### src/rtl/audio_frame_serializer.sv
// Packs multichannel microphone samples into byte frames (A5, seq, channel bytes) for a UART.
// Define FRAME_CHECKSUM_EN to append an XOR checksum byte covering seq through the last data byte.
module audio_frame_serializer #(
  parameter int unsigned CHANNELS     = 2,
  parameter int unsigned SAMPLE_WIDTH = 24,
  parameter int unsigned OUT_BYTES    = 2
) (
  input  logic                             clk_in,
  input  logic                             rst_in,
  input  logic [CHANNELS*SAMPLE_WIDTH-1:0] samples_in,
  input  logic                             sample_valid_in,
  input  logic                             enable_in,
  input  logic                             uart_busy_in,
  output logic [7:0]                       byte_out,
  output logic                             byte_valid_out,
  output logic                             busy_out,
  output logic [7:0]                       overflow_count_out
);

  localparam int unsigned PadW  = ((SAMPLE_WIDTH + 7) / 8) * 8;
  localparam int unsigned ChW   = 8 * OUT_BYTES;
  localparam int unsigned DataW = CHANNELS * ChW;
`ifdef FRAME_CHECKSUM_EN
  localparam int unsigned NumBytes = 3 + CHANNELS * OUT_BYTES;
`else
  localparam int unsigned NumBytes = 2 + CHANNELS * OUT_BYTES;
`endif
  localparam int unsigned FrameW = 8 * NumBytes;
  localparam int unsigned CntW   = $clog2(NumBytes + 1);

  typedef enum logic [1:0] {StIdle, StSend, StGuard} state_e;

  state_e              state_q, state_d;
  logic [FrameW-1:0]   frame_q, frame_d;
  logic [FrameW-1:0]   pend_q, pend_d;
  logic                pend_vld_q, pend_vld_d;
  logic [CntW-1:0]     cnt_q, cnt_d;
  logic [7:0]          seq_q, seq_d;
  logic [7:0]          ovf_q, ovf_d;
  logic [7:0]          byte_q, byte_d;
  logic                bv_q, bv_d;
  logic                valid_q;
  logic                edge_det;
  logic [DataW-1:0]    data_bits;
  logic [FrameW-1:0]   new_frame;

  // Left-justify into whole bytes, then keep the top OUT_BYTES bytes.
  function automatic logic [ChW-1:0] chan_bytes(input logic [SAMPLE_WIDTH-1:0] s);
    logic [PadW-1:0] padded;
    padded = PadW'(s) << (PadW - SAMPLE_WIDTH);
    return padded[PadW-1 -: ChW];
  endfunction

  always_comb begin
    data_bits = '0;
    for (int unsigned k = 0; k < CHANNELS; k++) begin
      data_bits[DataW-1-k*ChW -: ChW] = chan_bytes(samples_in[k*SAMPLE_WIDTH +: SAMPLE_WIDTH]);
    end
  end

`ifdef FRAME_CHECKSUM_EN
  logic [7:0] csum;
  always_comb begin
    csum = seq_q;
    for (int unsigned i = 0; i < CHANNELS * OUT_BYTES; i++) begin
      csum = csum ^ data_bits[8*i +: 8];
    end
  end
  assign new_frame = {8'hA5, seq_q, data_bits, csum};
`else
  assign new_frame = {8'hA5, seq_q, data_bits};
`endif

  assign edge_det = sample_valid_in & ~valid_q;

  always_comb begin
    state_d    = state_q;
    frame_d    = frame_q;
    pend_d     = pend_q;
    pend_vld_d = pend_vld_q;
    cnt_d      = cnt_q;
    seq_d      = seq_q;
    ovf_d      = ovf_q;
    byte_d     = byte_q;
    bv_d       = 1'b0;
    unique case (state_q)
      StSend: begin
        if (!uart_busy_in) begin
          byte_d  = frame_q[FrameW-1 -: 8];
          bv_d    = 1'b1;
          frame_d = frame_q << 8;
          cnt_d   = cnt_q - 1'b1;
          state_d = StGuard;
        end
      end
      StGuard: begin
        if (cnt_q != '0) begin
          state_d = StSend;
        end else if (pend_vld_q) begin
          frame_d    = pend_q;
          cnt_d      = CntW'(NumBytes);
          pend_vld_d = 1'b0;
          state_d    = StSend;
        end else begin
          state_d = StIdle;
        end
      end
      default: ;
    endcase
    // Evaluated after completion so a just-freed slot can take this edge.
    if (edge_det && enable_in) begin
      seq_d = seq_q + 8'd1;
      if (state_d == StIdle) begin
        frame_d = new_frame;
        cnt_d   = CntW'(NumBytes);
        state_d = StSend;
      end else if (!pend_vld_d) begin
        pend_d     = new_frame;
        pend_vld_d = 1'b1;
      end else if (ovf_q != 8'hFF) begin
        ovf_d = ovf_q + 8'd1;
      end
    end
  end

  always_ff @(posedge clk_in) begin
    if (rst_in) begin
      state_q    <= StIdle;
      frame_q    <= '0;
      pend_q     <= '0;
      pend_vld_q <= 1'b0;
      cnt_q      <= '0;
      seq_q      <= 8'h00;
      ovf_q      <= 8'h00;
      byte_q     <= 8'h00;
      bv_q       <= 1'b0;
      valid_q    <= 1'b0;
    end else begin
      state_q    <= state_d;
      frame_q    <= frame_d;
      pend_q     <= pend_d;
      pend_vld_q <= pend_vld_d;
      cnt_q      <= cnt_d;
      seq_q      <= seq_d;
      ovf_q      <= ovf_d;
      byte_q     <= byte_d;
      bv_q       <= bv_d;
      valid_q    <= sample_valid_in;
    end
  end

  assign byte_out           = byte_q;
  assign byte_valid_out     = bv_q;
  assign busy_out           = (state_q != StIdle) || pend_vld_q;
  assign overflow_count_out = ovf_q;

endmodule

### config.mk
export PLATFORM = sky130hd
export DESIGN_NAME = audio_frame_serializer
export DESIGN_NICKNAME = d
export VERILOG_FILES = /design/src/rtl/audio_frame_serializer.sv
export SDC_FILE = /design/constraint.sdc
export NUM_CORES = 1
export LEC_CHECK = 0
export CAP_MARGIN = 20
export CORE_AREA = 2 2 100 102
export CTS_CLUSTER_DIAMETER = 120
export DETAILED_ROUTE_END_ITERATION = 7
export DIE_AREA = 0 0 102 104
export PLACE_DENSITY = 0.79
export SLEW_MARGIN = 0
export SYNTH_ARGS = -nofsm -noshare
export SYNTH_HDL_FRONTEND = slang
export SYNTH_SLANG_ARGS = --single-unit
### constraint.sdc
create_clock -name clk_in -period 5.4 [get_ports clk_in]
set_clock_uncertainty 0.05 [all_clocks]
set_input_delay 0.81 -clock clk_in [delete_from_list [all_inputs] [get_ports clk_in]]
set_output_delay 0.81 -clock clk_in [all_outputs]
set_load 0.05 [all_outputs]
==> metrics.md, run 1 <==
| Metric | Value |
|---|---|
| DRC | `4` |
| Mapped Cells | `576` |
| Reg2reg start | `state_q[1]$_SDFF_PP0_` |
| Clock sink total | `121` |
| Worst r2r path cells | `7` |
| Clock power share | `47.0%` |
| Switching part of the total power | `25.4%` |
| Final net count | `667` |
| Status | `complete, but fails checks` |
| Fin crit period | `3.28 ns` |
| Post-CTS resize count | `0` |
| Maximum VDD drop | `0.218 mV` |
| CP startpoint kind | `register` |
| Switching pwr | `604 uW` |
| Max FO, Critical Path | `74` |
| Num CTS Buffers | `17` |
| CTS root buf | `clkbuf_8` |
| Fmax | `305 MHz` |
| Synthesis warning total | `0` |
| Post-CTS Setup Repair Bufs | `0` |
| Insertion delay of the later-clocked pin in the worst-skew pair | `0.50 ns` |
| Initial core utilization | `54.1%` |
| Combinational group share of total power | `11.9%` |
| Setup repair after global routing missed its margin | `no` |
| Clock Path Buffers | `2` |
| Synth async-reset ratio | `0%` |
| Post-Layout Inst Area | `0.00628 mm^2` |
| Initial antenna violation count | `0` |
| Vias in the first global route | `4409` |
| Detail Route Antenna Nets | `0` |
| Final hold slack | `0.402 ns` |
| Static Leak | `0.00209 uW` |
| Final worst path period share | `60.8%` |
| Crit path from | `state_q[1]$_SDFF_PP0_` |
| Die area | `0.0106 mm^2` |
| Critical path endpoint category | `register` |
| # setup viols final | `0` |
| Hold-fix buffers, CTS | `0` |
| Synth Net Count | `636` |
| Pwr dens | `379 mW/mm^2` |
| Worst Hold Class | `reg -> reg` |
| Seq/Total Area, Yosys | `46.9%` |
| Rows | `36` |
| Failing checks | `design-rule violations` |
| Crit path kind | `reg -> reg` |
| Worst Hold Depth | `2` |
| Pre-antenna DRT Iters | `8` |
| Top_reg_cell synth | `dfxtp_1` |
| Tightest Pin Transition | `1.07 ns` |
| Unique masters post-synth | `47` |
| Internal | `1770 uW` |
| H-tree levels | `4` |
| Largest net degree at the start of global routing | `87` |
| Vias post-DR | `4569` |
| Post-Syn Area | `0.00516 mm^2` |
| Area growth from synthesis to layout | `21.6%` |
| # port buffers | `54` |
| Initial DRC count | `547` |
| Slew headroom | `28.9%` |
| DP Cell Count | `721` |
| GRT Residual Overflow | `0` |
| Final GP Congestion | `0.780` |
| First-pass GRT wire length | `20900 um` |
| Setup TNS | `0 ns` |
| Post-synth EDFFs | `0` |
| Number of max-cap violations | `0` |
| Routed wire length | `12600 um` |
| DR WL/cell | `16.8 um` |
| Diode count | `0` |
| Sequential power share | `41.0%` |
| Dpl hpwl | `7390 um` |
| CTS tree | `done` |
| Pre-CTS setup slack | `1.81 ns` |
| Setup WS post-layout | `2.12 ns` |
| Required time worst endpoint | `5.67 ns` |
| Post-synthesis register bit count | `121` |
| Via density per instance | `6.08` |
| Mean post-synth cell area | `8.96 um^2` |
| CTS clk-pin slew, worst paths | `0.06 ns` |
| Slew Limit Fails | `0` |
| Core footprint | `0.00955 mm^2` |
| Post-Layout Cell Count | `752` |
| Min-Delay Startpoint | `frame_q[40]$_SDFF_PP0_` |
| Total track usage | `24.3%` |
| Die width | `102 um` |
| Share of layout cells above drive strength 1 | `13.9%` |
| Die Height | `104 um` |
| CP Data Arrival Time | `3.55 ns` |
| Final count of hold timing violations | `0` |
| Post-Place Cell Area | `0.00569 mm^2` |
| IO Pins | `71` |
-- area by class of cell --
type                            count  area [um^2]
Multi-Input combinational cell    400         2490
Clock buffer                       19          442
Sequential cell                   121         2420
Tap cell                          133          166
Fill cell                         776         3270
Timing Repair Buffer               59          576
Clock inverter                     12          150
Inverter                            8         30.0
-- cell usage in the layout (no fill, tap or decap), types with 3 or more instances in the layout --
cell type,n
nor2_1,62
nor3_1,5
xor2_1,7
inv_1,8
clkinvlp_4,3
a222oi_1,32
clkbuf_8,3
a221oi_1,8
nor3_2,4
dfxtp_1,121
nand4_1,3
nand2b_1,4
a22oi_1,5
clkbuf_16,16
ha_1,7
clkdlybuf4s50_1,53
nor4_1,4
nor2b_1,3
buf_4,6
bufinv_16,3
xnor2_1,3
clkinv_2,4
nand2_1,105
o21ai_0,5
a21oi_1,70
a211oi_2,33
nand3_1,8
nand3b_1,5
-- power groups by stage --
stage	Combinational, uW	Sequential, uW	Clock (uW)
floorplan	209	982	0
global placement	271	991	0
detailed placement	280	994	0
CTS	283	975	1130
global route	309	980	1170
finish	284	976	1120
-- logic make-up after synthesis --
group | Yosys count | share of synthesized area [%]
xor gates and xnor gates | 10 | 1.70
adders and majority gates | 7 | 1.70
buffers and inverters | 55 | 5.16
and+or+nand+nor | 212 | 17.9
muxes | 1 | 0.194
AOI/OAI and AO/OA | 170 | 26.5
DFF | 121 | 46.9
-- sequential cells by signal, indices dropped and copies added (netlist names) --
name,count
byte_valid_out,1
byte_out,8
cnt_q,3
frame_q,48
overflow_count_out,8
valid_q,1
state_q,2
pend_q,41
pend_vld_q,1
seq_q,8
-- metal layers --
layer	up-vias	part of all wire [%]	GRT usage (%)
li1	2143	-	-
met1	2232	41	31.0
met2	171	51	40.4
met3	23	6.1	5.17
met4	0	1.9	8.76
met5	-	0	0
-- worst max-delay path, cell delays in order, from the launching register on --
cell and delay (ns):
dfxtp_1 0.39, inv_1 0.09, ha_1 0.48, a21bo_2 0.30, a32oi_2 0.39, nand3_4 0.86, nor2_1 0.41, a211oi_2 0.10
-- final timing paths --
check	to	slack [ns]
setup / recovery	frame_q[32]$_SDFF_PP0_	2.12
hold / removal	byte_out[0]$_SDFFE_PP0P_	0.40
setup reg to reg	frame_q[32]$_SDFF_PP0_	2.12
hold reg to reg	byte_out[0]$_SDFFE_PP0P_	0.40
-- through the flow --
stage | power [uW] | util (%)
after floorplan | 1190 | -
after global placement | 1260 | 59.6
after detailed placement | 1270 | 59.6
after CTS | 2390 | 65.8
after global routing | 2460 | 65.8
final | 2380 | 65.8
-- cell usage after synthesis, types with 2 or more instances --
cell type / count / share of area, %
nor2_1: 63 / 4.6
o21ai_2: 2 / 0.34
buf_4: 2 / 0.29
nor3_2: 4 / 0.78
nor4_1: 4 / 0.48
ha_1: 7 / 1.7
buf_6: 5 / 1.1
xor2_1: 7 / 1.2
a22oi_1: 5 / 0.73
xnor2_1: 3 / 0.51
a211oi_2: 33 / 8.0
a31oi_1: 2 / 0.24
a222oi_1: 32 / 6.2
buf_2: 12 / 1.2
dfxtp_1: 121 / 47
a221oi_1: 8 / 1.4
nand4_1: 3 / 0.36
a21bo_2: 2 / 0.39
nand2b_1: 4 / 0.48
nor2b_1: 3 / 0.36
nand3_1: 9 / 0.87
nand2_1: 105 / 7.6
or3_1: 2 / 0.24
a21oi_1: 70 / 6.8
o21ai_0: 5 / 0.48
nor3_1: 5 / 0.48
inv_1: 8 / 0.58
clkbuf_1: 27 / 2.0
nand3b_1: 5 / 0.73
No activity file was read; power rests on OpenSTA's default activity.
==> inputs of run 2 (changes only) <==
--- a/config.mk
+++ b/config.mk
@@ -6,11 +6,11 @@
 export NUM_CORES = 1
 export LEC_CHECK = 0
 export CAP_MARGIN = 20
-export CORE_AREA = 2 2 100 102
+export CORE_AREA = 2 2 101 103
 export CTS_CLUSTER_DIAMETER = 120
 export DETAILED_ROUTE_END_ITERATION = 7
-export DIE_AREA = 0 0 102 104
-export PLACE_DENSITY = 0.79
+export DIE_AREA = 0 0 103 105
+export PLACE_DENSITY = 0.78
 export SLEW_MARGIN = 0
 export SYNTH_ARGS = -nofsm -noshare
 export SYNTH_HDL_FRONTEND = slang
==> constraint.sdc (replaced) <==
create_clock -name clk_in -period 3.14 [get_ports clk_in]
set_clock_uncertainty 0.05 [all_clocks]
set_input_delay 0.471 -clock clk_in [delete_from_list [all_inputs] [get_ports clk_in]]
set_output_delay 0.471 -clock clk_in [all_outputs]
set_load 0.05 [all_outputs]
==> metrics.md, run 2 (synthesis results as in run 1) <==
| Metric | Value |
|---|---|
| CP endpoint | `frame_q[27]$_SDFF_PP0_` |
| Clock power share | `46.9%` |
| First-pass GRT wire length | `21100 um` |
| Crit path kind | `reg -> reg` |
| Vias post-DR | `4552` |
| Insertion delay of the later-clocked pin in the worst-skew pair | `0.52 ns` |
| Core footprint | `0.00964 mm^2` |
| Max FO, Critical Path | `40` |
| Worst Hold Class | `reg -> reg` |
| Via density per instance | `6.01` |
| CTS root buf | `clkbuf_8` |
| Setup TNS | `0 ns` |
| Failing checks | `design-rule violations` |
| Top reg by flops | `frame_q` |
| Total power | `4110 uW` |
| IO Pins | `71` |
| Required time worst endpoint | `3.46 ns` |
| Pwr dens | `647 mW/mm^2` |
| Clock Path Buffers | `2` |
| Initial antenna violation count | `0` |
| # port buffers | `54` |
| Clock sink total | `121` |
| Total track usage | `24.4%` |
| Final GP Congestion | `0.819` |
| Critical R2R Capture | `frame_q[27]$_SDFF_PP0_` |
| Setup WS post-layout | `0.493 ns` |
| Levels on crit path | `7` |
| Slew headroom | `53.3%` |
| Die area | `0.0108 mm^2` |
| Final net count | `673` |
| Final core occ | `65.8%` |
| Switching pwr | `1070 uW` |
| Final count of hold timing violations | `0` |
| Slew Limit Fails | `0` |
| Share of layout cells above drive strength 1 | `14.6%` |
| Die width | `103 um` |
| Pre-antenna DRT Iters | `8` |
| Rows | `36` |
| Status | `complete, but fails checks` |
| Switching part of the total power | `26.2%` |
| Maximum VDD drop | `0.373 mV` |
| Static Leak | `0.00214 uW` |
| Pre-CTS setup slack | `0.425 ns` |
| Largest net degree at the start of global routing | `75` |
| Crit-path slowest cell | `ha_1` |
| Largest register FFs | `48` |
| Worst reg2reg setup slack | `0.49 ns` |
| Reg2reg start | `state_q[0]$_SDFF_PP0_` |
| DRC | `6` |
| Die Height | `105 um` |
| Fin crit period | `2.65 ns` |
| Vias in the first global route | `4372` |
| Fmax | `378 MHz` |
| CTS clk-pin slew, worst paths | `0.06 ns` |
| GRT Residual Overflow | `0` |
| Hold-fix buffers, CTS | `0` |
| Initial DRC count | `472` |
| Critical path endpoint category | `register` |
| Crit-path cells | `inv_1, ha_1, a21bo_2, nand2b_1, buf_12, a222oi_1, a211oi_2` |
| Initial core utilization | `53.6%` |
| Final worst path period share | `84.3%` |
| Worst path max stage delay | `0.49 ns` |
| CP Data Arrival Time | `2.97 ns` |
| Diode count | `0` |
| CP startpoint kind | `register` |
| Internal | `3030 uW` |
| Detail Route Antenna Nets | `0` |
| # setup viols final | `0` |
| Area growth from synthesis to layout | `22.9%` |
| Routed wire length | `12700 um` |
| Post-CTS Setup Repair Bufs | `0` |
| Num CTS Buffers | `17` |
| Crit path from | `state_q[0]$_SDFF_PP0_` |
| Dpl hpwl | `7620 um` |
| Combinational group share of total power | `12.2%` |
| H-tree levels | `4` |
| Largest registers | `frame_q x48, pend_q x41` |
| Setup repair after global routing missed its margin | `no` |
| Commonest non-fill, non-tap cell in the layout | `dfxtp_1` |
| Worst r2r path cells | `7` |
| Worst Path Buf+Inv | `2` |
| Most frequent cells in the layout | `dfxtp_1, nand2_1, a21oi_1, nor2_1, clkdlybuf4s50_1` |
| Tightest Pin Transition | `0.699 ns` |
| Number of max-cap violations | `0` |
| Post-CTS resize count | `0` |
| Delay-heaviest family, CP | `compound AO/OA/AOI/OAI gates` |
| CTS tree | `done` |
| DR WL/cell | `16.7 um` |
| Sequential power share | `40.9%` |
==> run 2: changes by cell type in the layout (fill, tap and decap cells not counted), moves of 2 or more <==
| cell | change |
|---|---|
| buf_4 | +4 |
| clkinv_4 | +3 |
| buf_12 | +2 |
| clkbuf_8 | -2 |
| clkinvlp_4 | -2 |
| inv_6 | +2 |
==> run 2: worst min-delay path by stage <==
stage	depth (start not counted)	slack, ns	to	start
5_1_grt	2	0.42	pend_q[39]$_SDFFE_PP0P_	pend_q[39]$_SDFFE_PP0P_
6_report	2	0.40	byte_out[0]$_SDFFE_PP0P_	byte_out[0]$_SDFFE_PP0P_
3_5_place_dp	2	0.40	byte_out[5]$_SDFFE_PP0P_	frame_q[45]$_SDFF_PP0_
2_1_floorplan	2	0.38	byte_out[1]$_SDFFE_PP0P_	frame_q[41]$_SDFF_PP0_
4_1_cts	2	0.39	byte_valid_out$_SDFF_PP0_	rst_in
3_3_place_gp	2	0.39	pend_q[9]$_SDFFE_PP0P_	pend_q[9]$_SDFFE_PP0P_
==> run 2: worst min-delay path, stage by stage, from the launching register on <==
cell and delay [ns]:
dfxtp_1 0.31, nand2_1 0.05, a21oi_1 0.05
==> run 2: final cells by class <==
cell class                      instances  area (um^2)
Timing Repair Buffer                   65          646
Tap cell                              133          166
Fill cell                             789         3290
Inverter                                8         30.0
Clock inverter                         14          174
Multi-Input combinational cell        400         2490
Clock buffer                           17          414
Sequential cell                       121         2420
==> run 2: power groups by stage <==
stage	logic (uW)	clock network [uW]	registers, uW
3_3_place_gp	481	0	1700
5_1_grt	545	2010	1680
6_report	502	1920	1680
4_1_cts	497	1940	1680
3_5_place_dp	492	0	1710
2_1_floorplan	360	0	1690
==> run 2: layer usage <==
| layer | vias up | wire [um] | part of all wire [%] | GRT usage, % |
|---|---|---|---|---|
| met2 | 193 | 6370 | 50 | 38.5 |
| met1 | 2183 | 5310 | 42 | 32.0 |
| li1 | 2157 | - | - | - |
| met5 | - | 0 | 0 | 0 |
| met4 | 0 | 174 | 1.4 | 10.3 |
| met3 | 19 | 826 | 6.5 | 4.95 |
==> run 2: through the flow <==
step	cell area, um^2	std cells	hold slack (ns)
CTS	6350	758	0.391
floorplan	5160	576	0.382
finish	6350	758	0.404
global route	6350	758	0.422
detailed placement	5760	727	0.398
global placement	5760	727	0.391
